### src/rtl/ps2_key_decoder.sv
// ps2_key_decoder: PS/2 set-2 byte stream to held arrow-key levels and a space-bar press pulse.
// Optional feature macro: KEY_WASD_EN (W/A/S/D letters OR into UP/LEFT/DOWN/RIGHT).
module ps2_key_decoder #(
   parameter int TIMEOUT_CYCLES = 50_000_000
) (
   input  logic       CLOCK_50,
   input  logic       resetn,
   input  logic [7:0] ps2_byte,
   input  logic       ps2_byte_valid,
   input  logic       clear_keys,
   output logic       UP,
   output logic       DOWN,
   output logic       LEFT,
   output logic       RIGHT,
   output logic       space_pulse
);
   localparam logic [1:0] S_IDLE    = 2'b00;
   localparam logic [1:0] S_EXT     = 2'b01;
   localparam logic [1:0] S_BRK     = 2'b10;
   localparam logic [1:0] S_EXT_BRK = 2'b11;
   localparam logic [25:0] TMO = 26'(TIMEOUT_CYCLES);
   // Bit 0 of the state marks an E0 prefix, bit 1 marks an F0 prefix.
   logic [1:0]  state_q, state_d;
   logic [3:0]  arr_q, arr_d;
   logic        held_q, held_d;
   logic        pulse_q, pulse_d;
   logic [25:0] cnt_q, cnt_d;
   logic        pfx, fin, ext, brk, clr, sp;
   logic [3:0]  arr_hit;
`ifdef KEY_WASD_EN
   logic [3:0]  wasd_q, wasd_d;
   logic [3:0]  wasd_hit;
`endif
   // Decode the incoming byte against the prefix state and update flags, counter and FSM.
   always_comb begin
      ext     = state_q[0];
      brk     = state_q[1];
      pfx     = (ps2_byte == 8'hF0) || (ps2_byte == 8'hE0 && state_q != S_BRK);
      fin     = ps2_byte_valid && !pfx;
      cnt_d   = ps2_byte_valid ? 26'd0 : (cnt_q == TMO ? cnt_q : cnt_q + 26'd1);
      clr     = clear_keys || ((TMO != 26'd0) && !ps2_byte_valid && cnt_d == TMO);
      arr_hit = {ps2_byte == 8'h75, ps2_byte == 8'h72, ps2_byte == 8'h6B, ps2_byte == 8'h74} & {4{fin && ext}};
      sp      = fin && !ext && ps2_byte == 8'h29;
      state_d = !ps2_byte_valid ? state_q :
                !pfx ? S_IDLE :
                ps2_byte == 8'hF0 ? (ext ? S_EXT_BRK : S_BRK) : (brk ? S_EXT_BRK : S_EXT);
      arr_d   = (arr_q & ~arr_hit) | (arr_hit & {4{!brk}});
      held_d  = sp ? !brk : held_q;
      pulse_d = sp && !brk && !held_q;
`ifdef KEY_WASD_EN
      wasd_hit = {ps2_byte == 8'h1D, ps2_byte == 8'h1B, ps2_byte == 8'h1C, ps2_byte == 8'h23} & {4{fin && !ext}};
      wasd_d   = clr ? 4'd0 : (wasd_q & ~wasd_hit) | (wasd_hit & {4{!brk}});
`endif
      if (clr) begin
         state_d = S_IDLE;
         arr_d   = 4'd0;
         held_d  = 1'b0;
         pulse_d = 1'b0;
      end
   end
   // State registers with asynchronous active-low reset.
   always_ff @(posedge CLOCK_50 or negedge resetn) begin
      if (!resetn) begin
         state_q <= S_IDLE;
         arr_q   <= 4'd0;
         held_q  <= 1'b0;
         pulse_q <= 1'b0;
         cnt_q   <= 26'd0;
`ifdef KEY_WASD_EN
         wasd_q  <= 4'd0;
`endif
      end else begin
         state_q <= state_d;
         arr_q   <= arr_d;
         held_q  <= held_d;
         pulse_q <= pulse_d;
         cnt_q   <= cnt_d;
`ifdef KEY_WASD_EN
         wasd_q  <= wasd_d;
`endif
      end
   end
`ifdef KEY_WASD_EN
   assign {UP, DOWN, LEFT, RIGHT} = arr_q | wasd_q;
`else
   assign {UP, DOWN, LEFT, RIGHT} = arr_q;
`endif
   assign space_pulse = pulse_q;
endmodule

### config.mk
export PLATFORM = sky130hd
export DESIGN_NAME = ps2_key_decoder
export DESIGN_NICKNAME = d
export VERILOG_FILES = /design/src/rtl/ps2_key_decoder.sv
export SDC_FILE = /design/constraint.sdc
export NUM_CORES = 1
export LEC_CHECK = 0
export BUFFER_PORTS_ARGS = -buffer_cell sky130_fd_sc_hd__buf_2
export CORE_ASPECT_RATIO = 0.9
export CORE_MARGIN = 2
export CORE_UTILIZATION = 59
export CTS_CLUSTER_SIZE = 28
export DETAILED_ROUTE_END_ITERATION = 7
export HOLD_SLACK_MARGIN = 0.02
export PLACE_DENSITY_LB_ADDON = 0.3
export SYNTH_ARGS = -nofsm -noshare
export SYNTH_HDL_FRONTEND = slang
export SYNTH_SLANG_ARGS = --single-unit
export TNS_END_PERCENT = 10
### constraint.sdc
create_clock -name CLOCK_50 -period 2.93 [get_ports CLOCK_50]
set_input_delay 0.4395 -clock CLOCK_50 [delete_from_list [all_inputs] [get_ports CLOCK_50]]
set_output_delay 0.4395 -clock CLOCK_50 [all_outputs]
set_load 0.05 [all_outputs]
==> metrics.cfg, run 1 <==
[run_status]
status = complete, no violations

[timing]
fin_crit_ps = 2730
setup_viol = 0
timing.fmax_mhz = 366
relSlewSlack = 0.505
layout_setup_ws_ps = 199
fin_tns_setup_ps = 0
whs_ps = 208
finalCritPeriodShare = 0.932
slew_violations = 0
skew_ps = 7.49
worst_pin_slew_ps = 743
hold_viol = 0
rsz0062_at_grt = no

[logic_synthesis]
synth_top_area_cell = dfrtp_1
yosysMostFrequentCell = dfrtp_1
async_flop_share = 1.00
netlist.area_leader.share = 0.417
synth_cell_types = 47
synth_ff_type = dfrtp_1
ys_top_cells_by_count = dfrtp_1, nor2_1, nor3_1
synth-seq-cells = 34
netlist_instances = 218
avgSynthCellArea_sq_um = 9.37
ys_top_cells_by_area = dfrtp_1, xnor2_1, nor2_1
synthesis.area_sq_mm = 0.00204
synth-edff-count = 0
yosysWarnings = 0
ys_seq_area_frac = 0.417
synthesis.nets = 232

[global_routing]
grt_pass1_wl_microns = 6740
grt_overflow = 0
grt_pass1_vias = 1437
antenna_found_initial = 0
grt_usage = 0.231
grt_max_degree = 35

[power_and_ir_drop]
max-vdd-ir-drop_v = 0.000323
power_mw = 0.897
cellPowerDensity_mw_per_mm2 = 399
p_leak_nw = 0.934

[detailed_routing]
num_vias = 1676
vias_per_cell = 5.94
wirelength_microns = 4050
drt_pass1_iterations = 4
postRouteAntennaNets = 0
drt_iter0_markers = 154
detail_route.wl_per_cell_microns = 14.4
drc = 0

[final_layout]
num-fill-cells = 280
stdcell_area_sq_mm = 0.00225
fin_nets = 251
drive_gt1_frac = 0.168
antennaDiodeCount = 0
final_util = 0.671
syn_to_final_growth_pct = 10.1
final-instance-count-excl-fill = 282

[cts]
worstSkewPairLatency_ps = 290
postCtsResizedCells = 0
cts_buffers = 5
cts_hold_buf = 0
cts_setup_buffers = 0
clock-root-buffer = clkbuf_8
h-tree-depth = 2
cts_tree = yes
clock_sinks = 34
clk_path_buf_depth = 2
clkTransAtPathRegs_ps = 70

[setup_path]
worstPathArrival_ps = 2890
worstPathCellList = ha_1 -> nand2_1 -> or4_1 -> or4_4 -> a211o_1 -> nor4_4 -> nor4_1
path_delay_family = simple AND/OR/NAND/NOR gates
path_class = register to register
critPathMaxFanout = 7
critical_path_buf_inv_count = 0
crit_required_ps = 3090
worstSetupStartpointType = register
critical_path.endpoint_type = register
cpPeakStageDelay_ps = 540
slowest_stage = or4_1

[floorplanning]
die_height_microns = 59.8
die_w_microns = 66.0
rows = 20
die_area_sq_mm = 0.00395
io_pins = 17
fp.coreArea_sq_mm = 0.00335
start_util = 0.609

[placement]
dp.final_hpwl_microns = 2900
numPortBuffers = 16
placed_area_sq_mm = 0.00215
placed_cells = 274
routabilityCongestion = 0.835
post-place-ws_ps = 212

[hold_path]
min_path_type = input pin to asynchronous set/reset pin

[job]
cap_violations = 0

-- final timing paths --
| path | start | end | slack (ps) | cells past startpoint |
|---|---|---|---|---|
| setup / recovery | cnt_q[0]$_DFF_PN0_ | state_q[0]$_DFFE_PN0P_ | 200 | 7 |
| hold / removal | resetn | cnt_q[14]$_DFF_PN0_ | 210 | 1 |
| setup reg to reg | cnt_q[0]$_DFF_PN0_ | state_q[0]$_DFFE_PN0P_ | 200 | 7 |
| hold reg to reg | held_q$_DFFE_PN0P_ | space_pulse$_DFF_PN0_ | 460 | 1 |
| max in group asynchronous | resetn | cnt_q[20]$_DFF_PN0_ | 2250 | 1 |
| min in group CLOCK_50 | clear_keys | arr_q[0]$_DFF_PN0_ | 420 | 2 |
-- logic make-up after synthesis --
family,Yosys count,synth area share
and+or+nand+nor,112,0.318
DFF,34,0.417
AOI/OAI and AO/OA,25,0.0827
xor gates and xnor gates,20,0.0858
adders and majority gates,2,0.0123
buffers and inverters,18,0.0502
muxes,7,0.0343
-- area by class of cell --
| type | instances | area (sq um) | area share |
|---|---|---|---|
| repair buffers | 23 | 133 | 0.0590 |
| flip-flops and latches | 34 | 851 | 0.378 |
| well taps | 44 | 55.1 | 0.0245 |
| inverters | 7 | 26.3 | 0.0117 |
| clock buffers | 6 | 82.6 | 0.0367 |
| clock inverters | 2 | 12.5 | 0.00556 |
| multi-input cells | 166 | 1090 | 0.484 |
-- registers in the layout (all words and copies together), names as in the netlist --
register,flops
cnt_q,26
arr_q,4
state_q,2
held_q,1
space_pulse,1
-- metal layers --
metal,vias up,track usage,share of wire
met1,783,0.319,0.48
met3,7,0.0829,0.069
met4,0,0.0816,0.014
met2,57,0.338,0.44
met5,-,0,0
li1,829,-,-
-- power by group --
group	leakage [nW]	internal (mW)	switching, mW
combinational	0.415	0.0196	0.0344
sequential	0.472	0.473	0.00485
clock	0.0472	0.189	0.176
-- cells in the final DEF (no fill, tap or decap), drive strengths merged, types with 5 or more instances in the layout --
master	synthesis	routed
a21oi	8	8
buf	4	23
clkbuf	6	6
dfrtp	34	34
inv	7	7
mux2i	7	7
nand2	11	11
nand3	7	7
nand4	13	13
nor2	22	22
nor2b	6	6
nor3	16	16
nor4	6	6
nor4b	6	6
or3	5	5
xnor2	12	12
xor2	8	8
Power figures use the tool's default switching activity.
==> inputs of run 2 (changes only) <==
--- a/config.mk
+++ b/config.mk
@@ -13,6 +13,7 @@
 export DETAILED_ROUTE_END_ITERATION = 7
 export HOLD_SLACK_MARGIN = 0.02
 export PLACE_DENSITY_LB_ADDON = 0.3
+export RECOVER_POWER = 50
 export SYNTH_ARGS = -nofsm -noshare
 export SYNTH_HDL_FRONTEND = slang
 export SYNTH_SLANG_ARGS = --single-unit
==> run 2 against run 1 <==
Against the previous run:
- the run now ends with capacitance limit, slew limit left
- highest routed layer unchanged
- cell area is essentially flat
- wire length increased by 0.64%
- total power is essentially flat
- setup slack improved by 2.8 ps
- sequential share of layout area hardly changed
- global-route usage unchanged
- die area stayed put
- critical path depth unchanged
- non-clock buffer count is the same
- critical endpoint unchanged
==> metrics.cfg, run 2 (synthesis gave the netlist of run 1 again) <==
[detailed_routing]
drt_iter0_markers = 154  ; unchanged
postRouteAntennaNets = 0  ; unchanged
wirelength_microns = 4070  ; +0.64%
num_vias = 1688  ; +0.72%
detail_route.wl_per_cell_microns = 14.4  ; +0.64%
drc = 0  ; unchanged
drt_pass1_iterations = 4  ; unchanged
vias_per_cell = 5.99  ; +0.72%

[final_layout]
num-fill-cells = 281  ; +0.36%
reg_top3 = cnt_q: 26 flops, arr_q: 4 flops, state_q: 2 flops
syn_to_final_growth_pct = 10.0  ; about the same
final_cell_mix = dfrtp_1, nor2_1, nor3_1, buf_2
antennaDiodeCount = 0  ; unchanged
top_register = cnt_q
drive_gt1_frac = 0.164  ; -0.00420
largest_reg_flops = 26  ; unchanged
fin_nets = 251  ; unchanged
final_common_cell = dfrtp_1
final-instance-count-excl-fill = 282  ; unchanged

[cts]
clock_sinks = 34  ; unchanged
cts_setup_buffers = 0  ; unchanged
clk_path_buf_depth = 2  ; unchanged
worstSkewPairLatency_ps = 300  ; about the same
clock-root-buffer = clkbuf_8
postCtsResizedCells = 0  ; unchanged
cts_hold_buf = 0  ; unchanged
cts_buffers = 5  ; unchanged
clkTransAtPathRegs_ps = 70  ; about the same
cts_tree = yes
h-tree-depth = 2  ; unchanged

[setup_path]
cpPeakStageDelay_ps = 540  ; about the same
reg2reg_depth = 7  ; unchanged
path_class = register to register
slowest_stage = or4_1
worstPathArrival_ps = 2890  ; about the same
worstSetupStartpointType = register
critPathMaxFanout = 7  ; unchanged
critical_path.endpoint_type = register
worstPathCellList = ha_1 -> nand2_1 -> or4_1 -> or4_4 -> a211o_1 -> nor4_4 -> nor4_1
crit_required_ps = 3090  ; about the same

[timing]
worst_pin_slew_ps = 1780  ; +1040 ps
fin_tns_setup_ps = 0  ; unchanged
fin_crit_ps = 2730  ; -2.77 ps
skew_ps = 7.59  ; +0.100 ps
whs_ps = 417  ; +209 ps
rsz0062_at_grt = no
timing.fmax_mhz = 367  ; +0.10%
setup_viol = 0  ; unchanged
hold_viol = 0  ; unchanged
relSlewSlack = -0.189  ; -0.693
finalCritPeriodShare = 0.931  ; -0.000946
slew_violations = 35  ; +35

[placement]
routabilityCongestion = 0.835  ; unchanged
numPortBuffers = 16  ; unchanged
dp.final_hpwl_microns = 2900  ; unchanged
placed_cells = 274  ; unchanged

[power_and_ir_drop]
max-vdd-ir-drop_v = 0.000323  ; about the same
comb_power_share = 0.060  ; about the same
clkPwrFrac = 0.407  ; about the same
p_leak_nw = 0.931  ; -0.29%
seqPwrFrac = 0.533  ; about the same
sw_frac_of_total = 0.241  ; +0.000442
p_int_mw = 0.681  ; about the same
p_sw_mw = 0.216  ; +0.21%
cellPowerDensity_mw_per_mm2 = 399  ; about the same

[floorplanning]
die_area_sq_mm = 0.00395  ; unchanged
fp.coreArea_sq_mm = 0.00335  ; unchanged
die_height_microns = 59.8  ; unchanged
rows = 20  ; unchanged
start_util = 0.609  ; unchanged
io_pins = 17  ; unchanged
die_w_microns = 66.0  ; unchanged

[global_routing]
use_met2 = 0.338  ; unchanged
grt_max_degree = 35  ; unchanged
grt_pass1_vias = 1437  ; unchanged
top_usage_layer = met2
antenna_found_initial = 0  ; unchanged
met3_usage = 0.0829  ; unchanged
use_met1 = 0.319  ; unchanged
grt_pass1_wl_microns = 6740  ; unchanged
grt_usage = 0.231  ; unchanged
grt_overflow = 0  ; unchanged

[hold_path]
min_path_type = input pin to register
min_path_cells = 2

[run_status]
violations = capacitance limit, slew limit
status = finished with violations

[job]
cap_violations = 1  ; +1

[run 2: cell count changes in the layout (fill, tap and decap cells not counted)]
cell,previous run,this run
clkbuf_1,0,1
buf_2,16,15
[run 2: power by group through the flow]
| stage | sequential, mW | clock [mW] | combinational, mW |
|---|---|---|---|
| final | 0.478 | 0.365 | 0.0538 |
| after CTS | 0.478 | 0.371 | 0.0552 |
| after detailed placement | 0.487 | 0 | 0.0546 |
| after floorplan | 0.486 | 0 | 0.0316 |
| after global placement | 0.486 | 0 | 0.0536 |
| after global routing | 0.478 | 0.395 | 0.0615 |
[run 2: worst paths after layout]
check / to / slack [ps] / start
min in group asynchronous: cnt_q[14]$_DFF_PN0_ / 610 / resetn
worst max register to register: state_q[0]$_DFFE_PN0P_ / 200 / cnt_q[0]$_DFF_PN0_
worst min register to register: space_pulse$_DFF_PN0_ / 460 / held_q$_DFFE_PN0P_
worst max-delay path: state_q[0]$_DFFE_PN0P_ / 200 / cnt_q[0]$_DFF_PN0_
worst min-delay path: arr_q[0]$_DFF_PN0_ / 420 / clear_keys
max in group asynchronous: cnt_q[6]$_DFF_PN0_ / 1290 / resetn
[run 2: critical path, delay by kind of cell, from the launching register on]
family,cells,cell delay [ps]
AO/OA/AOI/OAI,1,330
AND/OR/NAND/NOR,5,1590
adder cells (fa/ha/maj),1,250
flip-flops,1,430
[run 2: per-stage QoR]
step	power (mW)	area (sq um)	setup slack, ps	utilization
floorplan	0.517	2040	283	-
detailed placement	0.541	2150	212	0.642
finish	0.897	2250	202	0.670
global placement	0.540	2150	242	0.642
CTS	0.904	2250	206	0.671
global route	0.935	2250	88.6	0.670
[run 2: final cells by class]
class | instances | area [sq um] | area share
well taps | 44 | 55.1 | 0.0245
repair buffers | 23 | 131 | 0.0585
inverters | 7 | 26.3 | 0.0117
clock inverters | 2 | 12.5 | 0.00557
clock buffers | 6 | 82.6 | 0.0367
flip-flops and latches | 34 | 851 | 0.379
multi-input cells | 166 | 1090 | 0.484
[run 2: metal layers]
| layer | vias up | share of wire |
|---|---|---|
| met2 | 57 | 0.44 |
| met4 | 0 | 0.014 |
| met5 | - | 0 |
| met1 | 794 | 0.47 |
| met3 | 7 | 0.069 |
| li1 | 830 | - |
